===== src/rtl/product_accumulator_pkg.sv =====
`default_nettype none
// ============================================================================
// Module   : product_accumulator_pkg
// Purpose  : Shared types and constants for the product accumulator slice.
// Revision : 1.0 - initial release
// ============================================================================
package product_accumulator_pkg;

    // Accumulator / result width; 256 x 0xFF = 0xFF00 always fits.
    localparam int ACC_W  = 16;
    localparam int BYTE_W = 8;

    // Byte-select values for serialising a result.
    localparam logic LO = 1'b0;
    localparam logic HI = 1'b1;

    // Block state: collecting products, or emitting the low / high byte.
    typedef enum logic [1:0] {
        ACCUM   = 2'd0,
        SEND_LO = 2'd1,
        SEND_HI = 2'd2
    } state_t;

    // Pick one byte of a result word.
    function automatic logic [BYTE_W-1:0] byte_sel(input logic [ACC_W-1:0] value,
                                                   input logic              sel);
        return (sel == HI) ? value[ACC_W-1:BYTE_W] : value[BYTE_W-1:0];
    endfunction

endpackage : product_accumulator_pkg
`default_nettype wire


===== src/rtl/product_accumulator_byte_serializer.sv =====
`default_nettype none
// ============================================================================
// Module   : byte_serializer
// Purpose  : Captures a finished 16-bit sum and emits it as two bytes,
//            low byte first, on a valid/ready handshake. Pulses o_done
//            when the high byte is taken.
// Revision : 1.0 - initial release
// ============================================================================
module byte_serializer
    import product_accumulator_pkg::*;
(
    input  logic              clk,
    input  logic              rst,
    input  logic              i_load,
    input  logic [ACC_W-1:0]  i_res,
    input  logic              i_ready,
    output logic [BYTE_W-1:0] o_data,
    output logic              o_valid,
    output logic              o_last,
    output logic              o_done
);

    state_t           r_state;
    state_t           w_state_next;
    logic [ACC_W-1:0] r_res;

    // State register; reset abandons any result still being sent.
    always_ff @(posedge clk) begin
        if (rst) begin
            r_state <= ACCUM;
        end else begin
            r_state <= w_state_next;
        end
    end

    // Result holding register, loaded only when a new sum arrives while idle.
    always_ff @(posedge clk) begin
        if (rst) begin
            r_res <= '0;
        end else if (i_load && (r_state == ACCUM)) begin
            r_res <= i_res;
        end
    end

    // Next-state: advance one byte per accepted transfer.
    always_comb begin
        w_state_next = r_state;
        case (r_state)
            ACCUM:   if (i_load)  w_state_next = SEND_LO;
            SEND_LO: if (i_ready) w_state_next = SEND_HI;
            SEND_HI: if (i_ready) w_state_next = ACCUM;
            default:              w_state_next = ACCUM;
        endcase
    end

    // Outputs depend only on state and r_res, so they hold steady under backpressure.
    always_comb begin
        o_data  = '0;
        o_valid = 1'b0;
        o_last  = 1'b0;
        o_done  = 1'b0;
        case (r_state)
            SEND_LO: begin
                o_valid = 1'b1;
                o_data  = byte_sel(r_res, LO);
            end
            SEND_HI: begin
                o_valid = 1'b1;
                o_last  = 1'b1;
                o_data  = byte_sel(r_res, HI);
                o_done  = i_ready;
            end
            default: ;
        endcase
    end

endmodule : byte_serializer
`default_nettype wire


===== src/rtl/product_accumulator.sv =====
`default_nettype none
// ============================================================================
// Module   : product_accumulator
// Purpose  : Sums N 8-bit products into a 16-bit accumulator and hands each
//            finished sum to a byte serializer (low byte, then high byte).
//            A flush pulse closes a non-empty window early.
// Revision : 1.0 - initial release
// ============================================================================
module product_accumulator
    import product_accumulator_pkg::*;
#(
    parameter int N = 4
) (
    input  logic              clk,
    input  logic              rst,
    input  logic [BYTE_W-1:0] prod_data,
    input  logic              prod_valid,
    output logic              prod_ready,
    input  logic              flush,
    output logic [BYTE_W-1:0] out_data,
    output logic              out_valid,
    input  logic              out_ready,
    output logic              out_last,
    output logic [7:0]        count
);

    // Index of the product that fills a window (N ranges 1..256).
    localparam logic [7:0] c_last_idx = 8'(N - 1);

    logic [ACC_W-1:0] r_acc;
    logic [7:0]       r_cnt;
    logic             r_busy;

    logic             w_accept;
    logic             w_close;
    logic [ACC_W-1:0] w_sum;
    logic             w_done;

    assign prod_ready = ~r_busy;
    assign count      = r_cnt;

    // A flush with nothing accepted and an empty window is a no-op.
    always_comb begin
        w_accept = prod_valid & ~r_busy;
        w_sum    = r_acc + (w_accept ? ACC_W'(prod_data) : ACC_W'(0));
        w_close  = ~r_busy &
                   ((w_accept & (r_cnt == c_last_idx)) |
                    (flush & ((r_cnt != 8'd0) | w_accept)));
    end

    // Accumulator and window counter; both clear when the window closes.
    always_ff @(posedge clk) begin
        if (rst) begin
            r_acc <= '0;
            r_cnt <= '0;
        end else if (w_close) begin
            r_acc <= '0;
            r_cnt <= '0;
        end else if (w_accept) begin
            r_acc <= w_sum;
            r_cnt <= r_cnt + 8'd1;
        end
    end

    // Busy from window close until the serializer has sent the high byte.
    always_ff @(posedge clk) begin
        if (rst) begin
            r_busy <= 1'b0;
        end else if (w_close) begin
            r_busy <= 1'b1;
        end else if (w_done) begin
            r_busy <= 1'b0;
        end
    end

    byte_serializer u_serializer (
        .clk     (clk),
        .rst     (rst),
        .i_load  (w_close),
        .i_res   (w_sum),
        .i_ready (out_ready),
        .o_data  (out_data),
        .o_valid (out_valid),
        .o_last  (out_last),
        .o_done  (w_done)
    );

endmodule : product_accumulator
`default_nettype wire


===== config.mk =====
export PLATFORM = sky130hd
export DESIGN_NAME = product_accumulator
export DESIGN_NICKNAME = d
export VERILOG_FILES = /design/src/rtl/product_accumulator_pkg.sv /design/src/rtl/product_accumulator_byte_serializer.sv /design/src/rtl/product_accumulator.sv
export SDC_FILE = /design/constraint.sdc
export NUM_CORES = 1
export LEC_CHECK = 0
export CAP_MARGIN = 20
export CORE_MARGIN = 5
export CORE_UTILIZATION = 25
export DETAILED_ROUTE_END_ITERATION = 16
export PLACE_DENSITY = 0.46
export SLEW_MARGIN = 20
export SYNTH_ARGS = -nofsm -noshare
export SYNTH_HDL_FRONTEND = slang
export SYNTH_SLANG_ARGS = --single-unit

===== constraint.sdc =====
create_clock -name clk -period 3.6 [get_ports clk]
set_input_delay 1.08 -clock clk [delete_from_list [all_inputs] [get_ports clk]]
set_output_delay 1.08 -clock clk [all_outputs]
set_load 0.05 [all_outputs]

==> Word-level counts from Yosys, hierarchy flattened <==
Index checks and enable logic that the tools add are counted.
{ "word_totals": {"regBits": 43, "latch_bits": 0, "mem_bits_rw": 0, "mem_bits_ro": 0, "input_bits": 13, "mem_count": 0} }
{ "op_classes": {"add_sub_neg": 2, "n_mul": 0, "div_mod_pow": 0, "magnitude_cmp": 0, "n_eq_ne": 6, "n_shift": 0, "muxes": 11, "bitwise_logic": 7, "n_reduce_logical": 7} }
{ "ops": {"columns": ["cell", "n"], "rows": [
  ["$add A16 B8 Y16", 1],
  ["$pmux W8 S2", 1],
  ["$add A8 B1 Y8 const B", 1],
  ["$eq A8 B2 Y1 const B", 1],
  ["$mux W8", 1],
  ["$reduce_bool A8 Y1", 1],
  ["$mux W2", 3],
  ["$pmux W2 S3", 1],
  ["$mux W1", 5],
  ["$and A1 B1 Y1", 4],
  ["$ne A2 B2 Y1 const B", 2],
  ["$reduce_or A2 Y1", 2],
  ["$reduce_and A3 Y1", 1],
  ["$eq A2 B1 Y1 const B", 1],
  ["$eq A2 B2 Y1 const B", 1],
  ["$logic_not A2 Y1", 1],
  ["$ne A2 B1 Y1 const B", 1],
  ["$or A1 B1 Y1", 2],
  ["$reduce_bool A2 Y1", 1],
  ["$logic_and A1 B1 Y1", 1],
  ["$not A1 Y1", 1]
]} }

==> Longest topological paths before layout <==
Gate-level depths: netlist of run 1.
{ "depth": {"ltp_word": 8, "ltp_mapped": 10, "mapped_depth_nobuf": 9} }

==> Cells and area by module <==
A second synthesis of run 1 with hierarchy kept.
{ "hier_totals": {"cells_unflattened": 302, "area_unflattened_um2": 2556.2} }
{ "by_module_without_submodules": {"columns": ["mod", "instances", "cells_each", "area_per_inst_um2", "seq_area_each_um2"], "rows": [
  ["product_accumulator", 1, 193, 1615.3, 500.5],
  ["byte_serializer", 1, 109, 940.9, 360.3]
]} }

==> Least setup slack after synthesis of run 1 <==
OpenSTA, ideal clock, no wires.
{ "synth_timing": {"path_kind": "in2reg", "from": "input prod_valid", "to": "register r_acc[10]", "setup_time_ps": 59, "arrival_ps": 3338, "required_ps": 3541, "slack_ps": 203, "cell_stages": 10, "path_cell_list": "nor2b_1 -> clkbuf_1 -> and2_1 -> ha_1 -> fa_1 -> a211oi_1 -> nor3_1 -> o21ai_0 -> or4_1 -> nand2_1"} }
{ "synth_between": {"elab_chain_cells": 6} }
{ "synth_lines": {"columns": ["element", "line_no", "rtl"], "rows": [
  ["from (decl)", "product_accumulator.sv:17", "input logic prod_valid,"],
  ["$and A1 B1 Y1 *", "product_accumulator.sv:44", "w_accept = prod_valid & ~r_busy;"],
  ["branches (longest 5 deep; another with $add A16 B8 Y16)", null, null],
  ["to (signal assigned)", "product_accumulator.sv:60", "r_acc <= w_sum;"],
  ["to (decl)", "product_accumulator.sv:30", "logic [ACC_W-1:0] r_acc;"]
]} }
Mark *: on every way between the ends.
A chain may end at the register's enable or synchronous reset.

==> Final worst setup path of run 1 <==
{ "layout_timing": {"from": "input prod_valid", "to": "register u_serializer.r_res[12]"} }
{ "layout_between": {"elab_chain_cells": 6} }
{ "layout_lines": {"columns": ["element", "line_no", "rtl"], "rows": [
  ["$and A1 B1 Y1 *", "product_accumulator.sv:44", null],
  ["branches (longest 5 deep; another with $add A16 B8 Y16)", null, null],
  ["to (signal assigned)", "product_accumulator_byte_serializer.sv:41", "r_res <= i_res;"],
  ["to (decl)", "product_accumulator_byte_serializer.sv:25", "logic [ACC_W-1:0] r_res;"]
]} }
Marks and branches as above.

==> results of run 1 <==
## repair_timing
action,4_1_cts,5_1_grt
buffers inserted,0,0
setup endpoints to repair,2,5
gates resized for setup,1,4
hold endpoints to repair,0,0
gates cloned,0,0
pin swaps,0,1
## worst max-delay path: stages
cell and delay, ps:
clkdlybuf4s50_1 450, nor2b_2 180, buf_6 140, and2_1 160, ha_1 200, fa_1 410, a211oi_2 370, nor3_4 110
o221ai_1 230, xor2_1 190, o2bb2ai_1 90
## logic make-up after synthesis
logic type      Yosys count  synth area share (%)
compound gates           77                 21.02
fa+ha+maj                16                 8.388
buf+inv                  23                 3.486
mux                       4                 1.617
xor+xnor                 24                 8.489
flops                    43                 34.77
simple gates            107                 22.23
## Yosys cell counts (all sizes together) (3+ instances only)
| cell type | n | area share, % |
|---|---|---|
| dfxtp | 43 | 35 |
| nand2 | 32 | 4.9 |
| a21oi | 23 | 4.6 |
| nor2 | 22 | 3.3 |
| ha | 15 | 7.6 |
| xnor2 | 15 | 5.3 |
| clkbuf | 12 | 1.8 |
| o21ai | 11 | 2.2 |
| inv | 9 | 1.4 |
| nor2b | 9 | 2.3 |
| xor2 | 9 | 3.2 |
| a211oi | 8 | 2.4 |
| a22oi | 8 | 2.4 |
| and2 | 8 | 2.0 |
| nand3 | 7 | 1.4 |
| o2bb2ai | 7 | 2.5 |
| nand2b | 6 | 1.5 |
| mux2i | 4 | 1.6 |
| a21o | 3 | 0.91 |
| and3 | 3 | 0.76 |
| and4 | 3 | 1.1 |
| nand3b | 3 | 0.91 |
| nand4 | 3 | 0.76 |
| o211ai | 3 | 0.91 |
| o21bai | 3 | 0.91 |
| or3 | 3 | 0.76 |
| or4 | 3 | 1.1 |
## layout make-up
cell class                 count  area [um^2]
clock buffer                   5        68.82
clock inverter                 3        43.79
fill                        1084         6499
inverter                       9        33.78
multi-input combinational    228         1548
sequential                    43        860.8
tap                          133        166.4
timing repair buffer          57        509.2
## worst paths after layout
kind,startpoint,to,slack [ps],depth (start not counted)
worst min-delay path,r_acc[6],r_acc[6],460,2
worst max-delay path,prod_valid,u_serializer.r_res[12],170,11
worst max register to register,r_busy,u_serializer.r_res[12],1090,10
worst min register to register,r_acc[6],r_acc[6],460,2
## flip-flops by register name, indices dropped and copies added (netlist names)
register,count
r_busy,1
u_serializer.r_state,2
r_acc,16
count,8
u_serializer.r_res,16
## power breakdown
part           switching [uW]  internal [uW]  total [uW]
clock network             178            207         384
registers                20.1            501         522
logic                     236            163         399
## per-stage QoR
| step | instances | total power [uW] |
|---|---|---|
| after floorplan | 294 | 792.9 |
| after global placement | 470 | 926.7 |
| after detailed placement | 470 | 929.5 |
| after CTS | 478 | 1324 |
| after global routing | 478 | 1391 |
| final | 478 | 1305 |
## layer usage
layer,vias up,global-route usage [%],share of wire (%)
met1,1032,15.59,50
li1,1149,-,-
met2,21,18.44,46
met4,0,4.185,2.1
met3,8,2.349,2.4
met5,-,0,0
==> results_dict.tcl, run 1 <==
set metrics [dict create \
    status "finished clean" \
    drt-initial-drc-count 64 \
    postRouteWirelength_mm 6.386 \
    synth_nets 323 \
    diodes 0 \
    drc 0 \
    die_x_um 109.5 \
    hpwl_mm 4.964 \
    synth_edf_count 0 \
    rsz0062_at_grt "false" \
    hold-worst-slack_ps 458.8 \
    cp-start-kind "input pin" \
    min_path_type "reg -> reg" \
    row_count 36 \
    cts_buffers 5 \
    final_cell_area_um2 3231 \
    worstMarginPinSlew_ps 595.6 \
    cts_hold_buffers 0 \
    fin_setup_tns_ps 0 \
    drive_above_1_share_pct 12.17 \
    fin_nets 373 \
    num_vias 2210 \
    setup_slack_ps 165.1 \
    cts.sink_count 43 \
    cp.required_ps 3790 \
    synthFlopType "dfxtp_1" \
    ys_ff_latch 43 \
    clock_latency_ps 300 \
    io_buffers 31 \
    period_needed_ps 3435 \
    areaGrowthSynthToFinish_pct 30.47 \
    grt_first_pass_wirelength_mm 11.04 \
    overflow 0 \
    antenna_found_initial 0 \
    async_reset_ff_share_pct 0 \
    ir_drop_uv 149.6 \
    yosysSeqAreaShare_pct 34.77 \
    criticalPathCategory "in -> reg" \
    synthCells 294 \
    grt_use_total_pct 11.62 \
    crit_arrival_ps 3620 \
    slew_headroom_pct 60.17 \
    core_area_um2 9729 \
    dp_slack_ps -326.9 \
    mostFrequentLayoutCell "dfxtp_1" \
    grt_max_degree 18 \
    cts.clk_slew.worst_paths_ps 90 \
    finalHoldViolations 0 \
    start_util_pct 25.45 \
    power_leakage_uw 0.001194 \
    wl_per_cell_um 13.36 \
    yosysWarnings 0 \
    final_cell_mix "dfxtp_1 (43), nand2_1 (32), clkdlybuf4s50_1 (31), buf_4 (25), a21oi_1 (23)" \
    finClkSkew_ps 7.870 \
    cts_htree_levels 2 \
    final-setup-viol-count 0 \
    dpl-instance-area_um2 3095 \
    die_y_um 109.5 \
    place_congestion 0.8173 \
    finalCritPeriodShare_pct 95.41 \
    avgSynthCellArea_um2 8.422 \
    fmax_mhz 291.1 \
    vias_per_cell 4.623 \
    io_pins 32 \
    syn_area_um2 2476 \
    synth.distinct_cells 44 \
    critical_path.max_fanout 13 \
    cp-end-kind "flip-flop" \
    cts_root_buf "clkbuf_8" \
    die_area_um2 11990 \
    cts_tree "built" \
    drv_cap 0 \
    power_density_nw_per_um2 403.9 \
    grt_pass1_vias 2215 \
    ant_nets 0 \
    dr.pass1.iters 4 \
    maxSlewViolCount 0 \
    fin_util_pct 33.20 \
    clock_path_buffers 2 \
]
Note: power is estimated with default switching activity, not from simulation.
==> inputs of run 2 (changes only) <==
--- a/config.mk
+++ b/config.mk
@@ -6,11 +6,14 @@
 export NUM_CORES = 1
 export LEC_CHECK = 0
 export CAP_MARGIN = 20
+export CELL_PAD_IN_SITES_DETAIL_PLACEMENT = 0
+export CELL_PAD_IN_SITES_GLOBAL_PLACEMENT = 1
 export CORE_MARGIN = 5
 export CORE_UTILIZATION = 25
 export DETAILED_ROUTE_END_ITERATION = 16
-export PLACE_DENSITY = 0.46
-export SLEW_MARGIN = 20
+export PLACE_DENSITY = 0.56
+export SETUP_SLACK_MARGIN = 0.15
+export SLEW_MARGIN = 0
 export SYNTH_ARGS = -nofsm -noshare
 export SYNTH_HDL_FRONTEND = slang
 export SYNTH_SLANG_ARGS = --single-unit
==> run 2 against run 1 <==
Effect of this change: final cell count grew 1.0%; first-iteration DRC count grew 1.6%; flip-flop and latch count is the same; worst hold slack gained 1.6 ps; combinational power grew 4%; total power grew 1.2%; sequential share of layout area shrank 0.74 points; sequential power is essentially flat; final area grew 2.9%; non-clock buffer count grew 5; global-route usage grew 0.26 points; routed wire length grew 6.1%; critical path type unchanged; critical endpoint is now r_acc[15]; largest power group unchanged.
==> results_dict.tcl, run 2 (same netlist as run 1, synthesis figures left out) <==
set metrics [dict create \
    start_util_pct 25.45 \
    multi_input_area_um2 1583 \
    io_pins 32 \
    crit_arrival_ps 3570 \
    finalCritPeriodShare_pct 93.14 \
    clock_latency_ps 310 \
    io_buffers 31 \
    cts_root_buf "clkbuf_8" \
    cts_buffers 5 \
    die_y_um 109.5 \
    cts.clk_slew.worst_paths_ps 100 \
    cts.sink_count 43 \
    die_x_um 109.5 \
    period_needed_ps 3353 \
    grt_first_pass_wirelength_mm 11.21 \
    fill_cells 1076 \
    cp.required_ps 3810 \
    grt_pass1_vias 2220 \
    clock_path_buffers 2 \
    cp-end-kind "flip-flop" \
    cpLargestDelayFamily "compound AO/OA/AOI/OAI gates" \
    hpwl_mm 5.105 \
    drive_above_1_share_pct 15.43 \
    finalHoldViolations 0 \
    drc 0 \
    wl_per_cell_um 14.03 \
    worst_path_max_delay_cell "a211o_2" \
    power_density_nw_per_um2 397.3 \
    row_count 36 \
    ant_nets 0 \
    final-setup-viol-count 0 \
    final_cell_area_um2 3323 \
    criticalPathCategory "in -> reg" \
    dp_slack_ps -310.2 \
    grt_max_degree 20 \
    die_area_um2 11990 \
    min_path_type "reg -> reg" \
    cp_num_buf_inv 3 \
    vias_per_cell 4.536 \
    cp-start-kind "input pin" \
    finClkSkew_ps 17.95 \
    core_area_um2 9729 \
    rsz0062_at_grt "true" \
    fin_util_pct 34.16 \
    drt-initial-drc-count 65 \
    status "finished clean" \
    maxSlewViolCount 0 \
    crit_chain "clkdlybuf4s50_1 -> nor2b_2 -> buf_6 -> and2_1 -> ha_1 -> buf_4 -> nand3_1 -> a211o_2 -> a211oi_1 -> xnor2_1 -> nor2_1" \
    cts_htree_levels 2 \
    slew_headroom_pct 61.28 \
    final_cell_mix "dfxtp_1 (43), nand2_1 (32), buf_4 (30), clkdlybuf4s50_1 (23), a21oi_1 (22)" \
    drv_cap 0 \
    areaGrowthSynthToFinish_pct 34.21 \
    cts_tree "built" \
    seq_area_um2 860.8 \
    fin_nets 378 \
    setup_slack_ps 247.1 \
    antenna_found_initial 0 \
    postRouteWirelength_mm 6.778 \
    ir_drop_uv 125.4 \
    mostFrequentLayoutCell "dfxtp_1" \
    num_vias 2191 \
    power_leakage_uw 0.001361 \
    hold-worst-slack_ps 460.4 \
    overflow 0 \
    place_congestion 0.7873 \
    grt_use_total_pct 11.88 \
    fmax_mhz 298.3 \
    dr.pass1.iters 4 \
    dpl-instance-area_um2 3126 \
    critical_path.max_fanout 14 \
    diodes 0 \
    cts_hold_buffers 0 \
    worstMarginPinSlew_ps 579.0 \
    slowest_delay_ps 430 \
]
-- run 2: cell types whose count changed in the layout (fill, tap and decap cells not counted), sizes merged --
cell,before,now
clkdlybuf4s50,31,23
buf,26,31
dlymetal6s2s,0,8
-- run 2: worst paths after layout --
check,start,endpoint,slack [ps],cells after the start
min,u_serializer.r_res[0],u_serializer.r_res[0],460,2
max,prod_valid,r_acc[15],250,11
max reg2reg,r_busy,r_acc[15],1120,10
min reg2reg,u_serializer.r_res[0],u_serializer.r_res[0],460,2
-- run 2: what timing repair did --
item / in CTS / in global routing
resized for setup: 2 / 21
endpoints found under the setup margin: 4 / 29
pin swaps: 0 / 2
setup buffers: 0 / 1
-- run 2: final cells by class --
type | instances | area share (%)
clock inverters | 3 | 1.318
flip-flops and latches | 43 | 25.90
clock buffers | 5 | 2.071
well taps | 133 | 5.008
multi-input cells | 228 | 47.63
inverters | 9 | 1.017
repair buffers | 62 | 17.06
-- run 2: where the power goes --
part	internal [uW]	leakage, uW	total (uW)	switching [uW]
Sequential	501	0.000348	522	20.1
Combinational	173	0.000955	415	242
Clock	207	0.0000581	384	177
Total	881	0.00136	1320	439
-- run 2: metrics by stage --
step	setup TNS (ps)	cells	power, uW
final	0	483	1320
after global routing	0	483	1401
after CTS	0	482	1337
after detailed placement	-2153	474	942.8
after global placement	-1995	474	941.8
after floorplan	0	294	792.9
-- run 2: worst reg2reg max path: stages, from the launching register on --
cell and delay, ps:
dfxtp_1 430, nor2b_2 70, buf_6 150, and2_1 160, ha_1 340, buf_4 150
nand3_1 140, a211o_2 430, a211oi_1 320, xnor2_1 160, nor2_1 50
-- run 2: per-layer routing --
layer  up-vias  global-route usage, %  wire length [um]
met2        20                  18.66              3084
met3         5                  1.996               155
met1      1014                  16.55              3445
met5         -                      0                 0
li1       1152                      -                 -
met4         0                  3.740                92
==> inputs of run 3 (changes only) <==
--- a/config.mk
+++ b/config.mk
@@ -11,7 +11,8 @@
 export CORE_MARGIN = 5
 export CORE_UTILIZATION = 25
 export DETAILED_ROUTE_END_ITERATION = 16
-export PLACE_DENSITY = 0.56
+export DONT_BUFFER_PORTS = 1
+export PLACE_DENSITY = 0.51
 export SETUP_SLACK_MARGIN = 0.15
 export SLEW_MARGIN = 0
 export SYNTH_ARGS = -nofsm -noshare
==> run 3 against run 2 <==
Effect of this change: total power is 4.8% lower; worst setup slack better by 290 ps; final area is 14% lower; final cell count is 9.3% lower; fmax is 9.6% higher; non-clock buffer count is 45 lower.
==> results_dict.tcl, run 3 (same netlist as run 1, synthesis figures left out) <==
set metrics [dict create \
    slew_headroom_pct 55.29 \
    status "finished clean" \
    crit_arrival_ps 3300 \
    p_seq_share_pct 42.0 \
    dpl-instance-area_um2 2730 \
    row_count 36 \
    fmax_mhz 326.9 \
    postRouteWirelength_mm 6.419 \
    rsz0062_at_grt "false" \
    drv_cap 0 \
    wl_per_cell_um 14.66 \
    p_int_uw 826.6 \
    cts_buffers 5 \
    antenna_found_initial 0 \
    cp-end-kind "flip-flop" \
    power_density_nw_per_um2 441.1 \
    switchingPower_uw 429.6 \
    ir_drop_uv 201.0 \
    hpwl_mm 4.875 \
    hold-worst-slack_ps 457.6 \
    io_buffers 0 \
    crit_chain "nor2b_1 -> buf_12 -> and2_1 -> ha_1 -> fa_1 -> a211oi_1 -> nor3_2 -> o21ai_0 -> buf_4 -> or4_1 -> nand2_1" \
    start_util_pct 25.45 \
    num_vias 2026 \
    cts_root_buf "clkbuf_8" \
    areaGrowthSynthToFinish_pct 15.01 \
    vias_per_cell 4.626 \
    cts_tree "built" \
    min_path_type "reg -> reg" \
    die_area_um2 11990 \
    grt_use_total_pct 11.38 \
    cp_num_buf_inv 2 \
    overflow 0 \
    combPwrFrac_pct 26.7 \
    finClkSkew_ps 17.76 \
    drt-initial-drc-count 61 \
    cts_htree_levels 2 \
    fin_cells 438 \
    dr.pass1.iters 4 \
    grt_pass1_vias 2012 \
    grt_max_degree 20 \
    place_inst 430 \
    final_cell_mix "dfxtp_1 (43), nand2_1 (32), a21oi_1 (23), nor2_1 (22), buf_4 (16)" \
    multi_input_area_um2 1534 \
    cp-start-kind "input pin" \
    mostFrequentLayoutCell "dfxtp_1" \
    diodes 0 \
    p_sw_share_pct 34.20 \
    die_y_um 109.5 \
    post_cts_buffers 0 \
    cpLargestDelayFamily "simple AND/OR/NAND/NOR gates" \
    worstMarginPinSlew_ps 665.1 \
    die_x_um 109.5 \
    worst_path_max_delay_cell "or4_1" \
    seq_area_um2 860.8 \
    maxSlewViolCount 0 \
    clock_latency_ps 310 \
    r2r_slack_ps 760 \
    clkPwrFrac_pct 31.2 \
    cts.sink_count 43 \
    fin_setup_tns_ps 0 \
    final-setup-viol-count 0 \
    final_cell_area_um2 2848 \
    period_needed_ps 3059 \
    grt_first_pass_wirelength_mm 10.64 \
    io_pins 32 \
    cts_hold_buffers 0 \
    fill_cells 1114 \
    drc 0 \
    cts.clk_slew.worst_paths_ps 100 \
    critical_path.max_fanout 19 \
    cp.required_ps 3840 \
    fin_nets 333 \
    core_area_um2 9729 \
    slowest_delay_ps 390 \
    finalCritPeriodShare_pct 84.96 \
    drive_above_1_share_pct 10.16 \
    power_uw 1256 \
    power_leakage_uw 0.001028 \
    clock_path_buffers 2 \
    finalHoldViolations 0 \
    criticalPathCategory "in -> reg" \
    ant_nets 0 \
    place_congestion 0.7714 \
]
==> run 3: power groups by stage <==
stage / Combinational, uW / Clock, uW / Sequential (uW)
CTS: 342 / 409 / 528
global placement: 341 / 0 / 539
detailed placement: 339 / 0 / 539
floorplan: 260 / 0 / 533
finish: 336 / 392 / 528
global route: 373 / 427 / 532
==> run 3: worst paths after layout <==
path	startpoint	depth (start not counted)	to
hold / removal	u_serializer.r_res[1]	2	u_serializer.r_res[1]
hold reg to reg	u_serializer.r_res[1]	2	u_serializer.r_res[1]
setup reg to reg	count[7]	5	u_serializer.r_res[9]
setup / recovery	prod_valid	11	r_acc[10]
==> run 3: cell type report <==
type	instances	share of cell area [%]
Tap cell	133	5.844
Sequential cell	43	30.23
Clock buffer	5	2.417
Clock inverter	3	1.538
Inverter	9	1.186
Timing Repair Buffer	17	4.921
Multi-Input combinational cell	228	53.87
==> run 3: per-layer routing <==
metal | wire length, um | part of all wire (%) | GRT usage, %
met1 | 3278 | 51 | 16.08
met2 | 2876 | 45 | 17.52
met3 | 206 | 3.2 | 2.290
met4 | 58 | 0.90 | 3.206
met5 | 0 | 0 | 0
==> run 3: stage by stage <==
stage               setup slack, ps  utilization, %
global route                  345.3           29.27
floorplan                     202.8               -
CTS                           348.6           29.22
detailed placement            43.73           28.06
finish                        541.4           29.27
global placement              102.7           28.06
==> run 3: timing repair <==
action                                  4_1_cts  5_1_grt
resized for setup                             0        1
endpoints found under the setup margin        0        2
endpoints found under the hold margin         0        0
==> run 3: worst reg2reg max path, delay by kind of cell, from the launching register on <==
| kind | cells | cell delay (ps) |
|---|---|---|
| simple gates | 3 | 1720 |
| flops | 1 | 520 |
| compound gates | 2 | 510 |
